==> src/rtl/mem_port_arbiter.sv <==
// Two-port round-robin arbiter in front of the unified instruction/data memory.
// One transaction in flight; requester fields are latched at grant.
module mem_port_arbiter #(
  parameter int unsigned AW     = 32,
  parameter int unsigned DW     = 32,
  parameter int unsigned RD_LAT = 1
) (
  input  logic          clk,
  input  logic          reset,
  input  logic          p0_req,
  input  logic          p0_we,
  input  logic [AW-1:0] p0_addr,
  input  logic [DW-1:0] p0_wdata,
  output logic          p0_ack,
  output logic [DW-1:0] p0_rdata,
  input  logic          p1_req,
  input  logic          p1_we,
  input  logic [AW-1:0] p1_addr,
  input  logic [DW-1:0] p1_wdata,
  output logic          p1_ack,
  output logic [DW-1:0] p1_rdata,
  output logic          mem_en,
  output logic          mem_we,
  output logic [AW-1:0] mem_addr,
  output logic [DW-1:0] mem_wdata,
  input  logic [DW-1:0] mem_rdata,
  output logic          busy,
  output logic          owner
);

  localparam int unsigned CW = (RD_LAT < 2) ? 1 : $clog2(RD_LAT + 1);

  typedef enum logic [1:0] {IDLE, ISSUE, WAIT, DONE} state_e;

  state_e        state_q, state_d;
  logic          owner_q, owner_d;
  logic          last_q, last_d;
  logic          we_q, we_d;
  logic [CW-1:0] cnt_q, cnt_d;
  logic          mem_en_q, mem_en_d;
  logic          mem_we_q, mem_we_d;
  logic [AW-1:0] mem_addr_q, mem_addr_d;
  logic [DW-1:0] mem_wdata_q, mem_wdata_d;
  logic          p0_ack_q, p0_ack_d;
  logic          p1_ack_q, p1_ack_d;
  logic [DW-1:0] p0_rdata_q, p0_rdata_d;
  logic [DW-1:0] p1_rdata_q, p1_rdata_d;
  logic          busy_q, busy_d;
  logic          gnt;

  always_ff @(posedge clk) begin
    if (reset) begin
      state_q     <= IDLE;
      owner_q     <= 1'b0;
      last_q      <= 1'b1;
      we_q        <= 1'b0;
      cnt_q       <= '0;
      mem_en_q    <= 1'b0;
      mem_we_q    <= 1'b0;
      mem_addr_q  <= '0;
      mem_wdata_q <= '0;
      p0_ack_q    <= 1'b0;
      p1_ack_q    <= 1'b0;
      p0_rdata_q  <= '0;
      p1_rdata_q  <= '0;
      busy_q      <= 1'b0;
    end else begin
      state_q     <= state_d;
      owner_q     <= owner_d;
      last_q      <= last_d;
      we_q        <= we_d;
      cnt_q       <= cnt_d;
      mem_en_q    <= mem_en_d;
      mem_we_q    <= mem_we_d;
      mem_addr_q  <= mem_addr_d;
      mem_wdata_q <= mem_wdata_d;
      p0_ack_q    <= p0_ack_d;
      p1_ack_q    <= p1_ack_d;
      p0_rdata_q  <= p0_rdata_d;
      p1_rdata_q  <= p1_rdata_d;
      busy_q      <= busy_d;
    end
  end

  // Outputs are computed from the next state so they are valid in the state they belong to.
  always_comb begin
    state_d     = state_q;
    owner_d     = owner_q;
    last_d      = last_q;
    we_d        = we_q;
    cnt_d       = cnt_q;
    mem_en_d    = 1'b0;
    mem_we_d    = 1'b0;
    mem_addr_d  = mem_addr_q;
    mem_wdata_d = mem_wdata_q;
    p0_ack_d    = 1'b0;
    p1_ack_d    = 1'b0;
    p0_rdata_d  = p0_rdata_q;
    p1_rdata_d  = p1_rdata_q;
    gnt         = 1'b0;

    case (state_q)
      IDLE: begin
        if (p0_req || p1_req) begin
          // On a tie the port that did not win last time gets the grant.
          gnt         = (p0_req && p1_req) ? ~last_q : p1_req;
          owner_d     = gnt;
          last_d      = gnt;
          we_d        = gnt ? p1_we    : p0_we;
          mem_addr_d  = gnt ? p1_addr  : p0_addr;
          mem_wdata_d = gnt ? p1_wdata : p0_wdata;
          mem_en_d    = 1'b1;
          mem_we_d    = we_d;
          state_d     = ISSUE;
        end
      end
      ISSUE: begin
        if (we_q) begin
          state_d  = DONE;
          p0_ack_d = ~owner_q;
          p1_ack_d = owner_q;
        end else begin
          state_d = WAIT;
          cnt_d   = CW'(1);
        end
      end
      WAIT: begin
        if (cnt_q == CW'(RD_LAT)) begin
          if (owner_q) p1_rdata_d = mem_rdata;
          else         p0_rdata_d = mem_rdata;
          state_d  = DONE;
          p0_ack_d = ~owner_q;
          p1_ack_d = owner_q;
        end else begin
          cnt_d = cnt_q + CW'(1);
        end
      end
      DONE: begin
        state_d = IDLE;
      end
      default: begin
        state_d = IDLE;
      end
    endcase

    busy_d = (state_d != IDLE);
  end

  assign p0_ack    = p0_ack_q;
  assign p1_ack    = p1_ack_q;
  assign p0_rdata  = p0_rdata_q;
  assign p1_rdata  = p1_rdata_q;
  assign mem_en    = mem_en_q;
  assign mem_we    = mem_we_q;
  assign mem_addr  = mem_addr_q;
  assign mem_wdata = mem_wdata_q;
  assign busy      = busy_q;
  assign owner     = owner_q;

endmodule

==> config.mk <==
export PLATFORM = sky130hd
export DESIGN_NAME = mem_port_arbiter
export DESIGN_NICKNAME = d
export VERILOG_FILES = /design/src/rtl/mem_port_arbiter.sv
export SDC_FILE = /design/constraint.sdc
export NUM_CORES = 1
export LEC_CHECK = 0
export BUFFER_PORTS_ARGS = -buffer_cell sky130_fd_sc_hd__buf_4
export CAP_MARGIN = 30
export CORE_MARGIN = 4
export CORE_UTILIZATION = 38
export DETAILED_ROUTE_END_ITERATION = 8
export GPL_TIMING_DRIVEN = 0
export PLACE_DENSITY = 0.76
export REMOVE_ABC_BUFFERS = 1
export SLEW_MARGIN = 25
export SYNTH_ARGS = -nofsm -noshare
export SYNTH_HDL_FRONTEND = slang
export SYNTH_SLANG_ARGS = --single-unit
==> constraint.sdc <==
create_clock -name clk -period 2.3 [get_ports clk]
set_clock_uncertainty 0.2 [all_clocks]
set_input_delay 0.46 -clock clk [delete_from_list [all_inputs] [get_ports clk]]
set_output_delay 0.46 -clock clk [all_outputs]
set_load 0.05 [all_outputs]
==> results of run 1 <==
==> worst max-delay path: stages (launching register included) <==
cell and delay (ns):
dfxtp_1 0.40, inv_1 0.10, ha_1 0.31, o21ai_4 0.18
buf_16 0.22, buf_16 0.16, buf_16 0.16, a21oi_1 0.05
a211oi_1 0.22
==> cell usage in the layout, fill, tap and decap left out, drive strengths merged, types with 2 or more instances in the layout <==
| master | netlist | routed |
|---|---|---|
| clkinvlp | 0 | 2 |
| a21boi | 2 | 2 |
| clkbuf | 24 | 18 |
| bufinv | 0 | 2 |
| nand2b | 2 | 2 |
| nor2 | 67 | 67 |
| a211oi | 65 | 65 |
| buf | 33 | 309 |
| inv | 4 | 9 |
| clkinv | 0 | 5 |
| o21ai | 3 | 3 |
| dfxtp | 139 | 139 |
| a21oi | 131 | 131 |
| nand2 | 195 | 195 |
| ha | 4 | 4 |
==> how the worst min path moves through the flow <==
stage	start	to	slack, ns	cells after the start
2_1_floorplan	cnt_q$_SDFFE_PP0P_	cnt_q$_SDFFE_PP0P_	0.27	2
3_3_place_gp	p0_rdata[26]$_SDFFE_PP0P_	p0_rdata[26]$_SDFFE_PP0P_	0.24	2
3_5_place_dp	p1_rdata[29]$_SDFFE_PP0P_	p1_rdata[29]$_SDFFE_PP0P_	0.25	2
4_1_cts	p0_addr[1]	mem_addr[1]$_SDFFE_PP0P_	0.08	3
5_1_grt	mem_rdata[13]	p0_rdata[13]$_SDFFE_PP0P_	0.07	3
6_report	p0_addr[3]	mem_addr[3]$_SDFFE_PP0P_	0.1	3
==> state kept, by name, indices dropped and copies added, names as in the netlist, 2 cells and up <==
register / cells
mem_addr: 32
mem_wdata: 32
p0_rdata: 32
p1_rdata: 32
state_q: 2
==> final cells by class <==
class | instances | area share [%]
Tap cell | 184 | 2.651
Multi-Input combinational cell | 483 | 29.58
Sequential cell | 139 | 32.04
Clock inverter | 14 | 1.859
Clock buffer | 18 | 5.057
Inverter | 4 | 0.1729
Timing Repair Buffer | 309 | 28.64
==> stage by stage <==
stage / setup WS, ns / setup TNS [ns] / total power [mW] / area [um^2]
4_1_cts: 0.2115 / 0 / 11.76 / 8685
6_report: 0.1874 / 0 / 11.66 / 8685
3_3_place_gp: -2.901 / -188.53 / 8.319 / 7801
5_1_grt: 0.03216 / 0 / 12.29 / 8685
3_5_place_dp: 0.2393 / 0 / 8.965 / 8084
2_1_floorplan: -0.9994 / -65.42 / 7.047 / 5326
==> routing by layer <==
| layer | GRT usage (%) | part of all wire [%] |
|---|---|---|
| met1 | 25.25 | 39 |
| met2 | 35.98 | 51 |
| met3 | 6.636 | 6.5 |
| met4 | 8.191 | 2.8 |
| met5 | 0 | 0 |
==> power by group <==
part,internal [mW],switching [mW]
registers,2.99,0.318
logic,1.88,3.72
clock network,1.65,1.10
==> logic make-up after synthesis <==
family                     synth area share, %
AOI/OAI and AO/OA                        25.31
adders and majority gates               0.8935
buffers and inverters                    5.182
DFF                                      49.68
muxes                                   0.1787
and+or+nand+nor                          18.76
==> metrics.yaml, run 1 <==
finalSetupViolCount: 0
antenna_found_initial: 0
io_pins: 300
antenna_cells: 0
required_ns: 2.42
grt_max_degree: 75
path_max_fanout: 25
fin_crit_sh_pct: 91.85
clkSlewWorstSetupHoldPaths_ns: 0.06
grt_pass1_vias: 5335
path_class: "flip-flop to flip-flop"
synth_commonest_cells: "nand2_1, dfxtp_1, a21oi_1"
hold_ws_ns: 0.09647
track_usage_pct: 21.24
fin_crit_ns: 2.113
multi_input_area_um2: 2569
cts_buffers: 17
rrSetupSlack_ns: 0.19
cts.path.max_buffers: 2
async_flop_share_pct: 0
wire_per_inst_um: 16.16
cp-start-kind: "flip-flop"
maxCapViolCount: 0
reg2reg_from: "state_q[0]$_SDFF_PP0_"
io_buffers: 299
synth-main-ff-cell: "dfxtp_1"
placed_cells: 1119
initialDrtViolationCount: 354
power-per-cell-area_nw_per_um2: 1342
hpwl_um: 13280
status: "complete, no violations"
hold_buffers: 0
cts_sinks: 139
irDropWorstVdd_uv: 812.3
yosys_warnings: 0
htreeDepth: 4
ff_latch_area_um2: 2783
layout.cells.non_filler: 1151
p_leak_nw: 3.828
row_count: 44
wl_um: 18600
drc_errors: 0
rsz0062_at_grt: "false"
die_width_um: 129.4
synth_area_leaders: "dfxtp_1, nand2_1, a21oi_1, a211oi_2, nor2_1"
start_util_pct: 38.69
fp.dieH_um: 129.4
n_fill_cell: 1324
grt_first_pass_wirelength_um: 28140
yosysSeqAreaShare_pct: 49.68
worst_pin_slew_ns: 0.8265
clk_latency_ns: 0.41
ant_nets: 0
drive_gt1_share_pct: 40.23
final_util_pct: 59.98
r2r-end: "mem_addr[2]$_SDFFE_PP0P_"
post_cts_buffers: 0
endpoint: "mem_addr[2]$_SDFFE_PP0P_"
syn2layout_area_growth_pct: 55.04
slew_violations: 0
vias_per_cell: 4.998
ys_seq_elements: 139
hold_viol_final: 0
gp_congestion: 0.8031
synth_edf_count: 0
syn-cell-area_um2: 5602
cts_resized: 0
hold_path.class: "primary input to flip-flop"
synth_top_area_share_pct: 49.68
reg2reg_depth: 8
dr.pass1.iters: 4
worst_setup_path_end_kind: "flip-flop"
cts_tree: "yes"
synthDistinctLibCells: 30
syn_inst: 683
overflow: 0
die-area_um2: 16750
yosysMostFrequentCell: "nand2_1"
root_buffer: "clkbuf_16"
nets: 1124
syn-mean-instance-area_um2: 8.201
slew_headroom_pct: 44.90
fmax_mhz: 473.3
critPathLaunch: "state_q[0]$_SDFF_PP0_"
dr_total_vias: 5753
yosysTopAreaCell: "dfxtp_1"
worst_ep_arrival_time_ns: 2.24
core_region_area_um2: 14480
No activity file was read; power rests on OpenSTA's default activity.
==> run 2: changes to the inputs <==
--- a/config.mk
+++ b/config.mk
@@ -7,12 +7,12 @@
 export LEC_CHECK = 0
 export BUFFER_PORTS_ARGS = -buffer_cell sky130_fd_sc_hd__buf_4
 export CAP_MARGIN = 30
-export CORE_MARGIN = 4
 export CORE_UTILIZATION = 38
 export DETAILED_ROUTE_END_ITERATION = 8
 export GPL_TIMING_DRIVEN = 0
 export PLACE_DENSITY = 0.76
 export REMOVE_ABC_BUFFERS = 1
+export SETUP_SLACK_MARGIN = 0.3
 export SLEW_MARGIN = 25
 export SYNTH_ARGS = -nofsm -noshare
 export SYNTH_HDL_FRONTEND = slang
==> run 2 against run 1 <==
First-iteration DRC count fell by 5.1%. Power grew 4.2%. Combinational power increased by 3%. Register-to-register slack gained 0.21 ns. Fmax rose by 11%. Critical path depth unchanged. Sequential share of layout area is 0.39 points lower. Worst hold slack got worse by 0.011 ns. Sequential power about the same. Clock power is 12% higher. Routed wire length up 0.55%. Critical endpoint is now mem_addr[25]$_SDFFE_PP0P_. Largest power group unchanged.
==> metrics.yaml, run 2 (synthesis results as in run 1) <==
final_util_pct: 60.75  # +0.77 points
cts_sinks: 139  # unchanged
antenna_found_initial: 0  # unchanged
maxCapViolCount: 0  # unchanged
cell_internal_pwr_mw: 6.880  # +5.5%
final_common_cell: "buf_4"
rsz0062_at_grt: "false"
fin_crit_sh_pct: 82.67  # -9.2 points
cp-start-kind: "flip-flop"
core_region_area_um2: 14480  # unchanged
clkSlewWorstSetupHoldPaths_ns: 0.07  # about the same
grt_use_met1_pct: 28.09  # +2.8 points
cts_buffers: 17  # unchanged
worst_pin_slew_ns: 0.8440  # +0.01753 ns
gp_congestion: 0.8598  # +7.1%
p_leak_nw: 3.867  # +1.0%
worst_setup_path_end_kind: "flip-flop"
slew_headroom_pct: 43.73  # -1.2 points
required_ns: 2.38  # -0.04 ns
dr.pass1.iters: 5  # +1
grt_max_degree: 82  # +9.3%
irDropWorstVdd_uv: 774.5  # -4.6%
nets: 1127  # +0.27%
wire_per_inst_um: 16.21  # +0.29%
fin_crit_ns: 1.901  # -0.2111 ns
p_clk_share_pct: 25.4  # +1.8 points
row_count: 44  # unchanged
grt_first_pass_wirelength_um: 27750  # -1.4%
final_cell_mix: "buf_4, nand2_1, dfxtp_1"
clk_latency_ns: 0.42  # about the same
overflow: 0  # unchanged
root_buffer: "clkbuf_16"
initialDrtViolationCount: 336  # -5.1%
switching_share_pct: 43.35  # -0.70 points
fmax_mhz: 525.9  # +11%
die-area_um2: 15230  # -9.1%
met2_usage_pct: 38.16  # +2.2 points
power-per-cell-area_nw_per_um2: 1381  # +2.9%
hold_viol_final: 0  # unchanged
fp.dieH_um: 123.4  # -4.6%
design_area_um2: 8796  # +1.3%
start_util_pct: 38.69  # unchanged
p_sw_mw: 5.265  # +2.5%
hpwl_um: 12790  # -3.7%
io_pins: 300  # unchanged
antenna_cells: 0  # unchanged
slew_violations: 0  # unchanged
ant_nets: 0  # unchanged
drc_errors: 0  # unchanged
tns_ns: 0  # unchanged
wl_um: 18700  # +0.55%
track_usage_pct: 23.69  # +2.4 points
io_buffers: 299  # unchanged
grt-busiest-layer: "met2"
drive_gt1_share_pct: 40.62  # +0.39 points
die_width_um: 123.4  # -4.6%
dr_total_vias: 5910  # +2.7%
power_frac_comb_pct: 47.2  # -0.8 points
use_met3_pct: 7.057  # +0.42 points
path_max_fanout: 23  # -8.0%
cts.path.max_buffers: 2  # unchanged
grt_pass1_vias: 5456  # +2.3%
worst_ep_arrival_time_ns: 1.98  # -0.26 ns
status: "complete, no violations"
vias_per_cell: 5.121  # +2.5%
htreeDepth: 4  # unchanged
hold_buffers: 0  # unchanged
finalSetupViolCount: 0  # unchanged
hold_path.class: "primary input to flip-flop"
path_class: "flip-flop to flip-flop"
p_seq_share_pct: 27.5  # -0.9 points
cts_tree: "yes"
dpl_cell_area_um2: 8068  # -0.20%
syn2layout_area_growth_pct: 57.02
power_mw: 12.15  # +4.2%
[run 2: cell types whose count changed in the layout (fill, tap and decap cells not counted), sizes merged]
| cell | delta |
|---|---|
| buf | +2 |
| bufinv | +3 |
| inv | -1 |
| clkinv | -1 |
[run 2: power groups by stage]
stage               Combinational (mW)  Sequential (mW)  Clock, mW
floorplan                         1.86             5.19          0
global placement                  5.00             3.28          0
detailed placement                5.61             3.36          0
CTS                               5.65             3.33       3.12
global route                      6.08             3.40       3.25
finish                            5.73             3.33       3.08
[run 2: cell type report]
| type | count | area [um^2] |
|---|---|---|
| repair buffers | 312 | 2519 |
| flip-flops and latches | 139 | 2784 |
| well taps | 184 | 230.2 |
| clock inverters | 15 | 237.7 |
| clock buffers | 17 | 425.4 |
| fillers | 1268 | 5683 |
| inverters | 4 | 15.01 |
| multi-input cells | 483 | 2585 |
[run 2: routing by layer]
layer  vias up  part of all wire (%)
met5         -                     0
met4         0                   4.1
met3        61                   6.3
met2       229                    48
met1      2775                    41
li1       2845                     -
[run 2: worst paths after layout]
check / startpoint / cells past startpoint / end / slack [ns]
setup / recovery: state_q[0]$_SDFF_PP0_ / 8 / mem_addr[25]$_SDFFE_PP0P_ / 0.40
hold / removal: p0_addr[3] / 3 / mem_addr[3]$_SDFFE_PP0P_ / 0.08
setup reg to reg: state_q[0]$_SDFF_PP0_ / 8 / mem_addr[25]$_SDFFE_PP0P_ / 0.40
hold reg to reg: p1_rdata[8]$_SDFFE_PP0P_ / 2 / p1_rdata[8]$_SDFFE_PP0P_ / 0.25
[run 2: timing repair]
item / 4_1_cts / 5_1_grt
setup buffers: 3 / 0
pin swaps: 1 / 0
resized for setup: 0 / 5
endpoints found under the setup margin: 70 / 106
cloned: 0 / 1
[run 2: metrics by stage]
stage                     std cells  setup WS (ns)  hold slack, ns
after detailed placement       1118         0.1405          0.2469
final                          1154         0.3985         0.08499
after CTS                      1153         0.2431         0.07261
after global routing           1154         0.3095         0.08193
after global placement         1109         -3.045          0.2424
after floorplan                 626        -0.9994          0.2700
[run 2: critical path, stage by stage, from the launching register on]
cell	delay, ns
dfxtp_2	0.33
inv_1	0.10
ha_2	0.28
o21ai_4	0.09
buf_8	0.16
buf_16	0.16
buf_16	0.17
a21oi_1	0.18
a211oi_2	0.09
==> run 3: changes to the inputs <==
--- a/config.mk
+++ b/config.mk
@@ -10,7 +10,7 @@
 export CORE_UTILIZATION = 38
 export DETAILED_ROUTE_END_ITERATION = 8
 export GPL_TIMING_DRIVEN = 0
-export PLACE_DENSITY = 0.76
+export PLACE_DENSITY = 0.78
 export REMOVE_ABC_BUFFERS = 1
 export SETUP_SLACK_MARGIN = 0.3
 export SLEW_MARGIN = 25
==> constraint.sdc (replaced) <==
create_clock -name clk -period 1.6 [get_ports clk]
set_clock_uncertainty 0.2 [all_clocks]
set_input_delay 0.32 -clock clk [delete_from_list [all_inputs] [get_ports clk]]
set_output_delay 0.32 -clock clk [all_outputs]
set_load 0.05 [all_outputs]
==> run 3 against run 2 <==
The run now fails in global routing. Synthesized cell count unchanged. Synthesized area unchanged.
==> metrics.yaml, run 3 <==
placed_cells: 1119  # +0.089%
synth-main-ff-cell: "dfxtp_1"
cts.path.max_buffers: 2  # unchanged
hpwl_um: 12520  # -2.1%
root_buffer: "clkbuf_16"
syn-mean-instance-area_um2: 8.201  # unchanged
error_line: "[ERROR GRT-0232] Routing congestion too high. Check the congestion heatmap in the GUI."
synthDistinctLibCells: 30  # unchanged
track_usage_pct: 58.05
status: "did not finish"
syn_inst: 683  # unchanged
yosys_warnings: 0  # unchanged
overflow: 2
die_width_um: 123.4  # unchanged
cts_sinks: 139  # unchanged
htreeDepth: 4  # unchanged
io_buffers: 299  # unchanged
synth_area_leaders: "dfxtp_1, nand2_1, a21oi_1, a211oi_2, nor2_1"
lastStage: "global routing"
io_pins: 300  # unchanged
yosysTopAreaCell: "dfxtp_1"
async_flop_share_pct: 0  # unchanged
yosysSeqAreaShare_pct: 49.68  # unchanged
cts_buffers: 17  # unchanged
synth_top_area_share_pct: 49.68  # unchanged
syn-cell-area_um2: 5602  # unchanged
grt-worst-endpoint: "mem_addr[11]$_SDFFE_PP0P_/D"
worst-ep-kind: "sequential cell input"
start_util_pct: 38.69  # unchanged
synth_commonest_cells: "nand2_1, dfxtp_1, a21oi_1"
ys_seq_elements: 139  # unchanged
grt_max_degree: 73
yosysMostFrequentCell: "nand2_1"
row_count: 44  # unchanged
synth_edf_count: 0  # unchanged
fp.dieH_um: 123.4  # unchanged
gp_congestion: 0.8257  # -4.0%
==> run 3: cell counts after synthesis <==
Identical to the previous run, type by type.
==> run 3: per-layer routing <==
metal,global-route usage (%),GRT overflow
met1,60.32,0
met2,81.42,2
met3,33.53,0
met4,53.84,0
met5,2.083,0
==> run 3: cell families after synthesis <==
| group | after synthesis | share of synthesized area (%) |
|---|---|---|
| fa+ha+maj | 4 | 0.8935 |
| buf+inv | 61 | 5.182 |
| compound gates | 206 | 25.31 |
| mux | 1 | 0.1787 |
| flops | 139 | 49.68 |
| simple gates | 272 | 18.76 |
==> run 3: per-stage QoR <==
stage               utilization [%]  worst slack (ns)  instance area, um^2
floorplan                         -            -1.559                 5326
CTS                           78.53          -0.03507                11370
global placement              53.88            -3.662                 7801
detailed placement            55.80           -0.4876                 8079
==> run 3: timing repair <==
item	in CTS
setup buffers	35
hold buffers	97
gates cloned	24
pin swaps	72
resized for setup	263
hold endpoints to repair	127
setup endpoints to repair	272
==> run 4: changes to the inputs <==
--- a/config.mk
+++ b/config.mk
@@ -7,12 +7,11 @@
 export LEC_CHECK = 0
 export BUFFER_PORTS_ARGS = -buffer_cell sky130_fd_sc_hd__buf_4
 export CAP_MARGIN = 30
-export CORE_UTILIZATION = 38
+export CORE_UTILIZATION = 23
 export DETAILED_ROUTE_END_ITERATION = 8
 export GPL_TIMING_DRIVEN = 0
-export PLACE_DENSITY = 0.78
+export PLACE_DENSITY_LB_ADDON = 0.15
 export REMOVE_ABC_BUFFERS = 1
-export SETUP_SLACK_MARGIN = 0.3
 export SLEW_MARGIN = 25
 export SYNTH_ARGS = -nofsm -noshare
 export SYNTH_HDL_FRONTEND = slang
==> constraint.sdc (replaced) <==
create_clock -name clk -period 2.1 [get_ports clk]
set_clock_uncertainty 0.2 [all_clocks]
set_input_delay 0.42 -clock clk [delete_from_list [all_inputs] [get_ports clk]]
set_output_delay 0.42 -clock clk [all_outputs]
set_load 0.05 [all_outputs]
==> run 4 against run 3 <==
The flow now finishes without violations.
==> metrics.yaml, run 4 (synthesis results as in run 1) <==
grt_max_degree: 71
antenna_cells: 0
wl_met1_um: 8409
required_ns: 2.18
worst_ep_arrival_time_ns: 2.06
reg2reg_depth: 8
hold_path.class: "primary input to flip-flop"
worst_setup_path_end_kind: "flip-flop"
hold_viol_final: 0
fmax_mhz: 506.0
status: "complete, no violations"
finalSetupViolCount: 0
track_usage_pct: 15.77
clk_latency_ns: 0.42
fin_crit_sh_pct: 94.12
slew_violations: 0
crit_top_cell: "buf_16"
cts.path.max_buffers: 2  # unchanged
p_leak_nw: 3.880
drc_errors: 0
cts_sinks: 139  # unchanged
core_region_area_um2: 23680
fin_crit_ns: 1.976
power_mw: 13.03
rrSetupSlack_ns: 0.12
syn2layout_area_growth_pct: 59.97
worstHoldPathCells: 3
highest_layer: "met4"
maxCapViolCount: 0
overflow: 0
reg2reg_from: "state_q[0]$_SDFF_PP0_"
final_cell_mix: "buf_4, nand2_1, dfxtp_1"
tns_ns: 0
die_width_um: 158.1  # +28%
cp-start-kind: "flip-flop"
critPathLaunch: "state_q[0]$_SDFF_PP0_"
nets: 1130
met2WireLength_um: 9125
path_max_fanout: 23
die-area_um2: 24980
fp.dieH_um: 158.1  # +28%
slowest_stage: "dfxtp_2"
hpwl_um: 13860  # +11%
drive_gt1_share_pct: 40.80
clkSlewWorstSetupHoldPaths_ns: 0.07
n_fill_cell: 2523
cts_buffers: 17  # unchanged
path_class: "flip-flop to flip-flop"
slew_headroom_pct: 67.83
root_buffer: "clkbuf_16"
grt_first_pass_wirelength_um: 30320
hold_buffers: 0  # -100%
wl_um: 20220
htreeDepth: 4  # unchanged
gp_congestion: 0.7070  # -14%
worst_pin_slew_ns: 0.4826
final_util_pct: 37.84
slowest_delay_ns: 0.34
wire_per_inst_um: 15.65
ant_nets: 0
wl_met3_um: 2438
rsz0062_at_grt: "false"
final_common_cell: "buf_4"
worstPathCellList: "inv_1, ha_2, o21ai_4, buf_16, buf_16, buf_16, a21oi_1, a211oi_2"
io_pins: 300  # unchanged
power-per-cell-area_nw_per_um2: 1454
io_buffers: 299  # unchanged
dr.pass1.iters: 4
start_util_pct: 23.65  # -15 points
row_count: 56  # +27%
endpoint: "mem_wdata[9]$_SDFFE_PP0P_"
dr_total_vias: 5686
irDropWorstVdd_uv: 652.7
initialDrtViolationCount: 202
r2r-end: "mem_wdata[9]$_SDFFE_PP0P_"
grt_pass1_vias: 5563
vias_per_cell: 4.401
antenna_found_initial: 0
cts_tree: "yes"
run 4: worst max-delay path: cells and delay by family (launching register included):
family | cells | cell delay, ns
AO/OA/AOI/OAI | 3 | 0.37
buffers and inverters | 4 | 0.61
flip-flops | 1 | 0.34
adder cells (fa/ha/maj) | 1 | 0.31
run 4: what timing repair did:
item,in CTS,in global routing
gates resized for setup,0,3
cloned,0,1
pin swaps,1,0
buffers inserted,2,0
setup endpoints to repair,12,75
run 4: per-layer routing:
| layer | track usage (%) | vias up |
|---|---|---|
| met5 | 0 | - |
| met1 | 18.50 | 2586 |
| met2 | 25.03 | 225 |
| li1 | - | 2857 |
| met3 | 7.857 | 18 |
| met4 | 4.853 | 0 |
run 4: report_power, final:
| group | leakage (nW) | switching [mW] | internal [mW] |
|---|---|---|---|
| Clock | 0.301 | 1.27 | 1.89 |
| Combinational | 2.44 | 4.10 | 2.11 |
| Sequential | 1.14 | 0.366 | 3.28 |
run 4: worst min path at each step:
stage / startpoint / to / slack [ns]
2_1_floorplan: cnt_q$_SDFFE_PP0P_ / cnt_q$_SDFFE_PP0P_ / 0.27
3_3_place_gp: p1_rdata[16]$_SDFFE_PP0P_ / p1_rdata[16]$_SDFFE_PP0P_ / 0.24
3_5_place_dp: p1_rdata[18]$_SDFFE_PP0P_ / p1_rdata[18]$_SDFFE_PP0P_ / 0.25
4_1_cts: mem_rdata[11] / p0_rdata[11]$_SDFFE_PP0P_ / 0.02
5_1_grt: p0_addr[2] / mem_addr[2]$_SDFFE_PP0P_ / 0.03
6_report: p0_addr[2] / mem_addr[2]$_SDFFE_PP0P_ / 0.05
run 4: cell type report:
class,count,area (um^2),share of cell area (%)
sequential,139,2784,31.07
multi-input combinational,484,2582,28.82
timing repair buffer,314,2570,28.68
clock buffer,17,425.4,4.747
clock inverter,15,185.2,2.066
inverter,4,15.01,0.1676
tap,319,399.1,4.454
run 4: metrics by stage:
| stage | setup slack (ns) | instances | instance area (um^2) | hold WS (ns) |
|---|---|---|---|---|
| detailed placement | -0.1210 | 1257 | 8320 | 0.2474 |
| global placement | -3.420 | 1244 | 7970 | 0.2434 |
| finish | 0.1235 | 1292 | 8961 | 0.04570 |
| global route | 0.03110 | 1292 | 8961 | 0.03197 |
| CTS | 0.04956 | 1291 | 8946 | 0.02284 |
| floorplan | -1.159 | 626 | 5326 | 0.2700 |
